### src/rtl/serial_parallel_pkg.sv
// Shared state encoding, comma constant and counter sizing for the serial word aligner.
package serial_parallel_pkg;

    typedef enum logic [1:0] {
        ST_HUNT   = 2'd0,
        ST_ALIGN  = 2'd1,
        ST_LOCKED = 2'd2
    } state_t;

    localparam logic [7:0] K28_5 = 8'hBC;

    // Bits needed to hold every value from 0 to max_val inclusive.
    function automatic int cnt_width(input int max_val);
        return (max_val < 2) ? 1 : $clog2(max_val + 1);
    endfunction

endpackage

### src/rtl/sp_comma_detector.sv
// Serial shift register exposing the current WIDTH-bit window (including the bit
// being sampled now) and a flag for when that window equals the comma symbol.
module sp_comma_detector
    import serial_parallel_pkg::*;
#(
    parameter int               WIDTH = 8,
    parameter logic [WIDTH-1:0] COMMA = WIDTH'(K28_5)
) (
    input  logic             clk_32f,
    input  logic             reset,
    input  logic             data_in,
    output logic [WIDTH-1:0] window,
    output logic             comma_hit
);

    logic [WIDTH-2:0] sr_reg;

    assign window = {sr_reg, data_in};

    // Case equality keeps an X/Z sample from ever registering as a comma.
    assign comma_hit = (window === COMMA);

    always_ff @(posedge clk_32f or posedge reset) begin
        if (reset) begin
            sr_reg <= '0;
        end else begin
            sr_reg <= window[WIDTH-2:0];
        end
    end

endmodule

### src/rtl/serial_parallel_align.sv
// Comma-aligned serial-to-parallel converter: hunts for COMMA, locks after LOCK_COUNT aligned commas,
// strobes WIDTH-bit words while locked. Define SERIAL_PARALLEL_COMMA_STRIP_EN to suppress aligned comma words.
module serial_parallel_align
    import serial_parallel_pkg::*;
#(
    parameter int               WIDTH      = 8,
    parameter logic [WIDTH-1:0] COMMA      = WIDTH'(K28_5),
    parameter int               LOCK_COUNT = 4,
    parameter int               LOSS_COUNT = 2
) (
    input  logic             clk_32f,
    input  logic             reset,
    input  logic             data_in,
    output logic [WIDTH-1:0] data_out,
    output logic             word_valid,
    output logic             is_comma,
    output logic             locked
);

    localparam int PW = $clog2(WIDTH);
    localparam int CW = cnt_width(LOCK_COUNT);
    localparam int MW = cnt_width(LOSS_COUNT);
    localparam logic [PW-1:0] PHASE_LAST = PW'(WIDTH - 1);
    localparam logic [CW-1:0] LOCK_MAX   = CW'(LOCK_COUNT);
    localparam logic [MW-1:0] LOSS_MAX   = MW'(LOSS_COUNT);
`ifdef SERIAL_PARALLEL_COMMA_STRIP_EN
    localparam bit STRIP_COMMAS = 1'b1;
`else
    localparam bit STRIP_COMMAS = 1'b0;
`endif

    logic [WIDTH-1:0] window;
    logic             comma_hit;

    state_t           state_reg, state_next;
    logic [PW-1:0]    phase_reg, phase_next;
    logic [CW-1:0]    comma_cnt_reg, comma_cnt_next, comma_inc;
    logic [MW-1:0]    mis_cnt_reg, mis_cnt_next, mis_inc;
    logic [WIDTH-1:0] data_out_reg, data_out_next;
    logic             word_valid_reg, word_valid_next;
    logic             is_comma_reg, is_comma_next;
    logic             locked_reg;
    logic             boundary;

    sp_comma_detector #(
        .WIDTH (WIDTH),
        .COMMA (COMMA)
    ) u_detect (
        .clk_32f   (clk_32f),
        .reset     (reset),
        .data_in   (data_in),
        .window    (window),
        .comma_hit (comma_hit)
    );

    assign boundary  = (phase_reg == PHASE_LAST);
    assign comma_inc = (comma_cnt_reg == LOCK_MAX) ? comma_cnt_reg : comma_cnt_reg + CW'(1);
    assign mis_inc   = (mis_cnt_reg == LOSS_MAX) ? mis_cnt_reg : mis_cnt_reg + MW'(1);

    always_comb begin
        state_next      = state_reg;
        phase_next      = boundary ? '0 : phase_reg + PW'(1);
        comma_cnt_next  = comma_cnt_reg;
        mis_cnt_next    = mis_cnt_reg;
        data_out_next   = data_out_reg;
        word_valid_next = 1'b0;
        is_comma_next   = is_comma_reg;
        unique case (state_reg)
            ST_HUNT: begin
                if (comma_hit) begin
                    phase_next     = '0;
                    comma_cnt_next = CW'(1);
                    state_next     = (LOCK_COUNT == 1) ? ST_LOCKED : ST_ALIGN;
                end
            end
            ST_ALIGN: begin
                if (boundary) begin
                    if (comma_hit) begin
                        comma_cnt_next = comma_inc;
                        if (comma_inc == LOCK_MAX) begin
                            state_next = ST_LOCKED;
                        end
                    end else begin
                        comma_cnt_next = '0;
                        state_next     = ST_HUNT;
                    end
                end
            end
            ST_LOCKED: begin
                if (boundary) begin
                    if (comma_hit) begin
                        mis_cnt_next = '0;
                    end
                    if (!(comma_hit && STRIP_COMMAS)) begin
                        data_out_next   = window;
                        word_valid_next = 1'b1;
                        is_comma_next   = comma_hit;
                    end
                end else if (comma_hit) begin
                    // A comma off the word grid: realign onto it once enough have been seen.
                    if (mis_inc == LOSS_MAX) begin
                        state_next     = ST_ALIGN;
                        phase_next     = '0;
                        comma_cnt_next = CW'(1);
                        mis_cnt_next   = '0;
                    end else begin
                        mis_cnt_next = mis_inc;
                    end
                end
            end
            default: begin
                state_next = ST_HUNT;
            end
        endcase
    end

    always_ff @(posedge clk_32f or posedge reset) begin
        if (reset) begin
            state_reg      <= ST_HUNT;
            phase_reg      <= '0;
            comma_cnt_reg  <= '0;
            mis_cnt_reg    <= '0;
            data_out_reg   <= '0;
            word_valid_reg <= 1'b0;
            is_comma_reg   <= 1'b0;
            locked_reg     <= 1'b0;
        end else begin
            state_reg      <= state_next;
            phase_reg      <= phase_next;
            comma_cnt_reg  <= comma_cnt_next;
            mis_cnt_reg    <= mis_cnt_next;
            data_out_reg   <= data_out_next;
            word_valid_reg <= word_valid_next;
            is_comma_reg   <= is_comma_next;
            locked_reg     <= (state_reg == ST_LOCKED);
        end
    end

    assign data_out   = data_out_reg;
    assign word_valid = word_valid_reg;
    assign is_comma   = is_comma_reg;
    assign locked     = locked_reg;

endmodule

### config.mk
export PLATFORM = sky130hd
export DESIGN_NAME = serial_parallel_align
export DESIGN_NICKNAME = d
export VERILOG_FILES = /design/src/rtl/serial_parallel_pkg.sv /design/src/rtl/sp_comma_detector.sv /design/src/rtl/serial_parallel_align.sv
export SDC_FILE = /design/constraint.sdc
export NUM_CORES = 1
export LEC_CHECK = 0
export CAP_MARGIN = 20
export CELL_PAD_IN_SITES_DETAIL_PLACEMENT = 0
export CELL_PAD_IN_SITES_GLOBAL_PLACEMENT = 1
export CORE_AREA = 4 4 55 57
export CTS_BUF_LIST = sky130_fd_sc_hd__clkbuf_2 sky130_fd_sc_hd__clkbuf_4 sky130_fd_sc_hd__clkbuf_8
export DETAILED_ROUTE_END_ITERATION = 7
export DIE_AREA = 0 0 59 61
export HOLD_SLACK_MARGIN = 0.1
export PLACE_DENSITY = 0.9
export SLEW_MARGIN = 10
export SYNTH_ARGS = -nofsm -noshare
export SYNTH_HDL_FRONTEND = slang
export SYNTH_SLANG_ARGS = --single-unit
### constraint.sdc
create_clock -name clk_32f -period 3.83 [get_ports clk_32f]
set_input_delay 0.383 -clock clk_32f [delete_from_list [all_inputs] [get_ports clk_32f]]
set_output_delay 0.383 -clock clk_32f [all_outputs]
set_load 0.005 [all_outputs]
## Yosys cells after proc, flatten, opt, wreduce, memory -nomap -nowiden

Index checks and enable logic that the tools add are counted.

| cells by class | value |
|---|---|
| equality and inequality tests | 14 |
| muxes and demuxes | 29 |
| multiply operators | 0 |
| $lt $le $gt $ge | 0 |
| bitwise gates (word level) | 0 |
| add/subtract/negate cells | 3 |
| shift-type cells | 0 |
| div/mod/pow operators | 0 |
| reduce and logical (&&, ||, !) cells | 6 |

Operators by type and width:

| kind | number |
|---|---|
| 3-bit 2-to-1 mux | 12 |
| 2-bit 2-to-1 mux | 12 |
| 6-bit AND reduction | 2 |
| 2-bit != test (second input constant) | 5 |
| 3-bit equality test (second input constant) | 3 |
| 3-bit case mux with 3 select lines | 1 |
| 8-bit === test (second input constant) | 1 |
| 3-bit by 1-bit adder with 3-bit output (second input constant) | 2 |
| 2-bit equality test (second input constant) | 3 |
| 2-bit case mux with 3 select lines | 1 |
| 3-bit case mux with 2 select lines | 1 |
| 2-bit AND reduction | 2 |
| 3-bit != test (second input constant) | 1 |
| 3-bit nonzero test | 1 |
| 2-bit by 1-bit adder with 2-bit output (second input constant) | 1 |
| 2-bit by 1-bit equality test with 1-bit output (second input constant) | 1 |
| 2-bit zero test | 1 |
| 1-bit 2-to-1 mux | 2 |

| storage, ports and cells | value |
|---|---|
| memories kept | 0 |
| latch bits | 0 |
| flip-flop bits (word level) | 28 |
| memory bits (read-only) | 0 |
| bits in writable memories | 0 |
| bits of input ports | 3 |
| output and inout port bits | 11 |
| logic and storage cells | 61 |

## Longest topological paths before layout

Gate-level depths: netlist (run 1).

| depth | value |
|---|---|
| depth after elaboration | 7 |
| depth in mapped cells | 7 |
| mapped depth without buffers | 6 |

## Hierarchy

From an unflattened synthesis (run 1), not the netlist that was laid out.

| unflattened totals | value |
|---|---|
| cell total of the unflattened synthesis | 96 |
| area, all modules | 1231.2 um^2 |

By module, submodules not included:

| module | area each (um^2) | times used | sequential area each (um^2) | cells each |
|---|---|---|---|---|
| serial_parallel_align | 1019.7 | 1 | 525.5 | 84 |
| sp_comma_detector | 211.5 | 1 | 175.2 | 12 |

## Least setup slack after synthesis (run 1)

Ideal clock, no wire load.

| path | value |
|---|---|
| path kind | flip-flop to flip-flop |
| start point | register phase_reg[0] |
| end point | register phase_reg[1] |
| path slack | 2.013 ns |
| required time | 3.710 ns |
| cell stages (with the launch flop) | 7 |
| arrival time | 1.698 ns |
| library setup time | 0.120 ns |
| path buffers | 1 |
| clock period less this slack | 1.817 ns |
| cell sequence | dfrtp_1 > ha_1 > ha_1 > buf_6 > nand2b_4 > a2111oi_4 > and2b_2 |

| on the way | value |
|---|---|
| word-level cells in the longest chain between the ends | 6 |
| elaborated cells on any way between the ends | 8 |
| those cells by class | 1 x add/sub; 1 x eq/ne; 6 x mux |

RTL lines:

| item | line | text |
|---|---|---|
| from (decl) | serial_parallel_align.sv:36 | `logic [PW-1:0] phase_reg, phase_next;` |
| from (signal assigned) | serial_parallel_align.sv:129 | `phase_reg <= phase_next;` |
| 3-bit by 1-bit adder with 3-bit output or 3-bit equality test (tied branches) | serial_parallel_align.sv:62, serial_parallel_align.sv:56 |  |
| 3-bit 2-to-1 mux | serial_parallel_align.sv:62 | `phase_next = boundary ? '0 : phase_reg + PW'(1);` |
| 3-bit 2-to-1 mux | serial_parallel_align.sv:101 | `if (mis_inc == LOSS_MAX) begin` |
| 3-bit 2-to-1 mux | serial_parallel_align.sv:99 | `end else if (comma_hit) begin` |
| 3-bit 2-to-1 mux | serial_parallel_align.sv:90 | `if (boundary) begin` |
| 3-bit case mux with 2 select lines (*) | serial_parallel_align.sv:68 | `unique case (state_reg)` |
| net phase_next[1] | serial_parallel_align.sv:36 |  |

Mark *: on every way through the listed nets, which the timed path passes. The rest lies on a longest branch.
A chain may end at the register's enable or synchronous reset.

## Final worst setup path (run 1)

| path | value |
|---|---|
| start point | register phase_reg[0] |
| end point | register comma_cnt_reg[1] |

| on the way | value |
|---|---|
| word-level cells in the longest chain between the ends | 3 |
| elaborated cells on any way between the ends | 4 |
| those cells by class | 3 x eq/ne; 1 x reduce/logical |

RTL lines:

| item | line | text |
|---|---|---|
| 3-bit equality test (*) | serial_parallel_align.sv:56 | `assign boundary = (phase_reg == PHASE_LAST);` |
| 2-bit != test (no source line) | - |  |
| 6-bit AND reduction (no source line) (*) | - |  |
| to (signal assigned) | serial_parallel_align.sv:130 | `comma_cnt_reg <= comma_cnt_next;` |
| to (decl) | serial_parallel_align.sv:37 | `logic [CW-1:0] comma_cnt_reg, comma_cnt_next, comma_inc;` |

Every way passes the cells marked *; elsewhere a longest branch is shown, timed or not.

==> results.md, run 1 <==
* Run status: completed
* Starting DRT DRC Count at 7
* Largest register FFs at 8
* Worst slew slack as a fraction of its limit at just under 70%
* Clock sinks at 28
* Routed WL per cell at between 10 and 15 um
* GRT Residual Overflow at 0
* Number of gates resized after CTS at 0
* Final worst clock skew at ~4.3 ps
* Post-route standard cell area excluding fillers at 1460 um^2
* Maximum fanout encountered on the critical timing path at 9
* Post-layout util at 58.9%
* Max-Cap Viols at 0
* Initial Utilization at 49.6%
* Hold-fix buffer count after cts at 0
* HPWL reported at the end of detailed placement at roughly 1.4 mm
* Dpl cell area at between 1000 and 1500 um^2
* Clock-pin slew on the worst setup and hold paths at 150 ps
* Async set or reset register ratio after synthesis at 100%
* DIE AREA at 3600 um^2
* Clock latency of the later-clocked register in the worst-skew pair at around 330 ps
* Power density normalized to cell area at about 460 nW/um^2
* Top-area cell type share of the netlist area at ~57%
* DRT Wirelength at 1.99 mm
* Global-route wire length before repair at between 3 and 4 mm
* Commonest register cell after synthesis: dfrtp_1
* Number of register bits inferred by synthesis at 28
* TritonCTS clock tree: done
* Post-Syn Instances at 90
* Overall power after layout at around 0.67 mW
* Total number of H-tree levels at 1
* Category of the worst setup path launch point: flip-flop
* Antenna diode instance count at 0
* Drt first pass iters at 4
* Number of buffers inserted by port buffering at 13
* Setup repair bufs after CTS at 0
* Vias per cell at roughly 5.7
* Share of synthesized area occupied by flip-flops and latches at roughly 57%
* Total CTS buffers at 3
* Mean instance size in the synthesized netlist at roughly 14 um^2
* Final setup violation count at 0
* Biggest area contributors in the synthesized netlist: dfrtp_1 (57%), mux2_2 (8.2%), ha_1 (5.1%), inv_1 (2.4%), a2111oi_4 (2.2%)
* Net count of the finished layout at around 120
* Global Route Usage Sum at about 12%
* Core area at approximately 2500 um^2
* Data arrival time of the worst path at about 2200 ps
* DRT antenna net count at 0
* Number of hold violations in the final report at 0
* Measured slew at the worst slew-check pin at 471 ps
* Root buffer cell: clkbuf_4
* Peak VDD IR at just under 0.4 mV
* Filler instances at 214
* Library cell with the largest summed area after synthesis: dfrtp_1
* Antenna violations before repair at 0
* Vias at between 700 and 800
* Post-route fraction of the period consumed by the critical path at around 52%
* Highest achievable clock rate at 506 MHz
* Data required time of the worst path at between 4000 and 5000 ps
* Number of synthesized flops with an enable pin at 0
* Path type of the worst min-delay path: input port to async pin
* Number of distinct library cells after synthesis at 34
* Number of global-route vias before repair at 766
* Ratio of cells with drive above 1 in the final layout at between 20% and 30%
* Number of rows created at floorplan at 18
* Drt drc at 0
* Setup CP Type: flip-flop to flip-flop
* Setup repair after global routing missed its margin: no
* Post-synth design cell area at approximately 1200 um^2
* Commonest non-fill, non-tap cells in the layout: dfrtp_1 (28), clkdlybuf4s50_1 (13), mux2_2 (9)
* Vertical die dimension at roughly 60 um
* Critical path endpoint category: flip-flop
* Relative area change from synthesis to final layout at 18.8%
* Horiz. Die Dim at a little under 60 um
* Clock tree buffer depth at 2
* Static Leak at between 0.6 and 0.7 nW
* Total negative slack for setup checks at 0 ps
* Number of pins with negative max-slew slack in the final report at 0
* Final-layout worst hold slack at between 200 and 300 ps
* Yosys Warn Count at 0
* I/O pin cnt at 14
* Clock period minus worst slack at about 2000 ps
* Most common cell after layout, fill and taps aside: dfrtp_1
* Last weighted congestion value of the routability-driven placer at ~0.84
* Maximum number of pins on one net before global-route repair at 29
* Number of nets produced by synthesis at just under 100
[metal layers]
metal	GRT usage [%]	wire (um)	share of wire [%]
met1	14.9	880	44
met2	21.6	1010	51
met3	1.91	62	3.1
met4	5.83	31	1.6
met5	0	0	0
[power by group]
group	switching (mW)	internal (mW)
logic	0.0665	0.0619
registers	0.0236	0.325
clock network	0.0849	0.106
[worst max-delay path, cell delays in order, from the launching register on]
cell       delay [ps]
dfrtp_1           410
ha_1              200
ha_1              290
nand2b_4          210
a2111oi_4         490
a21o_2            180
o21ai_0            90
[stage by stage]
stage	worst slack, ps	std cells
final	1850	136
after global routing	1730	136
after CTS	1830	135
after detailed placement	1860	131
after global placement	1910	131
after floorplan	2010	90
[path summary, 6_finish.rpt]
check / slack (ps) / end / depth (start not counted) / from
worst min-delay path: 290 / mis_cnt_reg[1] / 2 / reset
worst max-delay path: 1850 / comma_cnt_reg[1] / 6 / phase_reg[0]
worst max register to register: 1850 / comma_cnt_reg[1] / 6 / phase_reg[0]
worst min register to register: 410 / u_detect.sr_reg[4] / 0 / u_detect.sr_reg[3]
max in group asynchronous: 3120 / word_valid / 3 / reset
min in group clk_32f: 410 / u_detect.sr_reg[4] / 0 / u_detect.sr_reg[3]
[synth_stat cells (2+ instances only)]
| cell | n |
|---|---|
| dfrtp_1 | 28 |
| mux2_2 | 9 |
| inv_1 | 8 |
| ha_1 | 5 |
| a21oi_1 | 3 |
| nand2_1 | 3 |
| a31oi_1 | 2 |
| and2b_2 | 2 |
| nor2_1 | 2 |
| nor2b_1 | 2 |
| nor3_1 | 2 |
| o32ai_1 | 2 |
[final cells by class]
| type | count | area, um^2 | share of cell area, % |
|---|---|---|---|
| Inverter | 8 | 30.0 | 2.06 |
| Sequential cell | 28 | 701 | 48.0 |
| Multi-Input combinational cell | 52 | 482 | 33.0 |
| Timing Repair Buffer | 14 | 158 | 10.8 |
| Clock inverter | 1 | 30.0 | 2.06 |
| Tap cell | 30 | 37.5 | 2.57 |
| Clock buffer | 3 | 22.5 | 1.54 |
[kinds of logic after synthesis]
family / after synthesis / synth area share [%]
compound gates: 18 / 13.4
fa+ha+maj: 5 / 5.09
buf+inv: 10 / 3.77
flops: 28 / 57.0
mux: 10 / 9.06
simple gates: 19 / 11.6
(Power assumes the default switching activity.)
==> inputs of run 2 (changes only) <==
--- a/config.mk
+++ b/config.mk
@@ -8,12 +8,12 @@
 export CAP_MARGIN = 20
 export CELL_PAD_IN_SITES_DETAIL_PLACEMENT = 0
 export CELL_PAD_IN_SITES_GLOBAL_PLACEMENT = 1
-export CORE_AREA = 4 4 55 57
+export CORE_AREA = 4 4 60 62
 export CTS_BUF_LIST = sky130_fd_sc_hd__clkbuf_2 sky130_fd_sc_hd__clkbuf_4 sky130_fd_sc_hd__clkbuf_8
 export DETAILED_ROUTE_END_ITERATION = 7
-export DIE_AREA = 0 0 59 61
+export DIE_AREA = 0 0 64 66
 export HOLD_SLACK_MARGIN = 0.1
-export PLACE_DENSITY = 0.9
+export PLACE_DENSITY = 0.8
 export SLEW_MARGIN = 10
 export SYNTH_ARGS = -nofsm -noshare
 export SYNTH_HDL_FRONTEND = slang
==> constraint.sdc (replaced) <==
create_clock -name clk_32f -period 1.8 [get_ports clk_32f]
set_input_delay 0.18 -clock clk_32f [delete_from_list [all_inputs] [get_ports clk_32f]]
set_output_delay 0.18 -clock clk_32f [all_outputs]
set_load 0.005 [all_outputs]
==> results.md, run 2 (synthesis results as in run 1) <==
* DRT antenna net count at 0 (unchanged)
* Data required time of the worst path at 2040 ps (-2010 ps)
* Relative area change from synthesis to final layout at 33.3%
* Number of rows created at floorplan at 20 (+2)
* Global-route wire length before repair at 3.84 mm (+15%)
* Net count of the finished layout at 130 (+13%)
* HPWL reported at the end of detailed placement at 1.68 mm (+19%)
* Number of global-route vias before repair at 830 (+8.4%)
* Clock latency of the later-clocked register in the worst-skew pair at 330 ps (about the same)
* Levels on crit path at 6 (unchanged)
* Hold-fix buffer count after cts at 0 (unchanged)
* Setup CP Type: flip-flop to flip-flop
* Path type of the worst min-delay path: input port to async pin
* Final setup violation count at 0 (unchanged)
* Static Leak at 0.736 nW (+9.5%)
* DIE AREA at 4220 um^2 (+17%)
* Largest register FFs at 8 (unchanged)
* Footprint of the multi-input gates at 544 um^2 (+13%)
* Number of buffers inserted by port buffering at 13 (unchanged)
* Clock period minus worst slack at 1740 ps (-241 ps)
* Critical path endpoint category: flip-flop
* Routed WL per cell at 14.3 um (-2.1%)
* Number of cells traversed by the worst register-to-register path at 6 (unchanged)
* Final-layout worst hold slack at 188 ps (-106 ps)
* I/O pin cnt at 14 (unchanged)
* Clock tree buffer depth at 2 (unchanged)
* Critical R2R Launch: phase_reg[0]
* Longest individual stage delay on the worst path at 440 ps (-50 ps)
* Final worst clock skew at 3.37 ps (-0.955 ps)
* Global Route Usage Sum at 11.9% (-0.45 points)
* Number of hold violations in the final report at 0 (unchanged)
* Commonest non-fill, non-tap cells in the layout: dfrtp_1 (27), buf_4 (15), clkdlybuf4s50_1 (13)
* Drt first pass iters at 4 (unchanged)
* Post-route fraction of the period consumed by the critical path at 96.5% (+45 points)
* Worst Path Buf+Inv at 1 (+1)
* Initial Utilization at 40.6% (-9.0 points)
* Register-to-register path setup slack at 60 ps (-1790 ps)
* End of the worst register-to-register path: phase_reg[2]
* Total CTS buffers at 3 (unchanged)
* Worst slew slack as a fraction of its limit at 70.5% (+2.1 points)
* Total negative slack for setup checks at 0 ps (unchanged)
* Antenna violations before repair at 0 (unchanged)
* Maximum fanout encountered on the critical timing path at 5 (-4)
* Clock sinks at 28 (unchanged)
* Vias per cell at 4.87 (-14%)
* CP top delay family: flip-flops
* Antenna diode instance count at 0 (unchanged)
* Highest achievable clock rate at 576 MHz (+14%)
* Vertical die dimension at 66 um (+8.2%)
* Horiz. Die Dim at 64 um (+8.5%)
* Maximum number of pins on one net before global-route repair at 29 (unchanged)
* Root buffer cell: clkbuf_4
* Clock-pin slew on the worst setup and hold paths at 150 ps (about the same)
* Peak VDD IR at 0.501 mV (+27%)
* GRT Residual Overflow at 0 (unchanged)
* Category of the worst setup path launch point: flip-flop
* Critical Path Most Common Cell: ha_4
* DRT Wirelength at 2.36 mm (+19%)
* Starting DRT DRC Count at 14 (+7)
* Data arrival time of the worst path at 1980 ps (-210 ps)
* Max-Cap Viols at 0 (unchanged)
* Core area at 3030 um^2 (+22%)
* Footprint of the flip-flops and latches at 702 um^2 (+0.18%)
* Power density normalized to cell area at 979 nW/um^2 (+110%)
* Vias at 804 (+4.1%)
* Setup repair after global routing missed its margin: yes
* Most common cell after layout, fill and taps aside: dfrtp_1
* Number of pins with negative max-slew slack in the final report at 0 (unchanged)
* Last weighted congestion value of the routability-driven placer at 0.982 (+17%)
* Measured slew at the worst slew-check pin at 441 ps (-30.2 ps)
* Critical Path Slowest Stage Cell: dfrtp_1
* Total number of H-tree levels at 1 (unchanged)
* Filler instances at 260 (+21%)
* Ratio of cells with drive above 1 in the final layout at 38.8% (+16 points)
* Chain of cells forming the critical path: ha_4 -> ha_4 -> nand2b_4 -> a2111oi_4 -> buf_4 -> and2b_2
* TritonCTS clock tree: done
* Run status: completed
* Drt drc at 0 (unchanged)
==> run 2: metrics by stage <==
stage                     utilization (%)  setup slack (ps)  area [um^2]  instances  power (mW)
after global routing                 54.1             -28.9         1640        165        1.69
after floorplan                         -              35.9         1230         90       0.953
after CTS                            51.0              8.72         1540        160        1.48
after detailed placement             48.1            -0.113         1460        153        1.06
final                                54.1              63.6         1640        165        1.60
after global placement               48.1              62.3         1460        153        1.04
==> run 2: report_power, final <==
part	leakage, nW	internal [mW]	switching, mW	total [mW]
Clock	0.0279	0.225	0.184	0.410
Sequential	0.349	0.694	0.0793	0.773
Combinational	0.359	0.235	0.185	0.420
Total	0.736	1.15	0.449	1.60
==> run 2: what timing repair did <==
action,4_1_cts,5_1_grt
hold endpoints to repair,0,0
pin swaps,1,8
resized for setup,3,12
setup buffers,3,5
cloned,0,0
setup endpoints to repair,6,7
==> run 2: per-layer routing <==
metal	share of wire [%]	up-vias	track usage, %
met1	44	393	15.2
met5	0	-	0
met2	52	21	20.1
li1	-	385	-
met4	1.5	0	4.04
met3	3.2	5	2.21
==> run 2: final cells by class <==
type	count	area share, %
clock buffers	3	1.38
clock inverters	1	1.83
inverters	8	1.83
multi-input cells	52	33.2
flip-flops and latches	28	42.9
well taps	44	3.36
repair buffers	29	15.5
==> run 2: worst register-to-register path: cells and delay by family, from the launching register on <==
family | cells | cell delay, ps
DFF | 1 | 440
and+or+nand+nor | 2 | 360
adders and majority gates | 2 | 340
AOI/OAI and AO/OA | 1 | 320
buffers and inverters | 1 | 200
==> run 2: worst max path at each step <==
stage / startpoint / end
6_report: phase_reg[0] / phase_reg[2]
5_1_grt: comma_cnt_reg[0] / state_reg[1]
4_1_cts: phase_reg[0] / phase_reg[2]
3_5_place_dp: phase_reg[0] / comma_cnt_reg[0]
3_3_place_gp: comma_cnt_reg[0] / state_reg[0]
2_1_floorplan: phase_reg[0] / phase_reg[2]
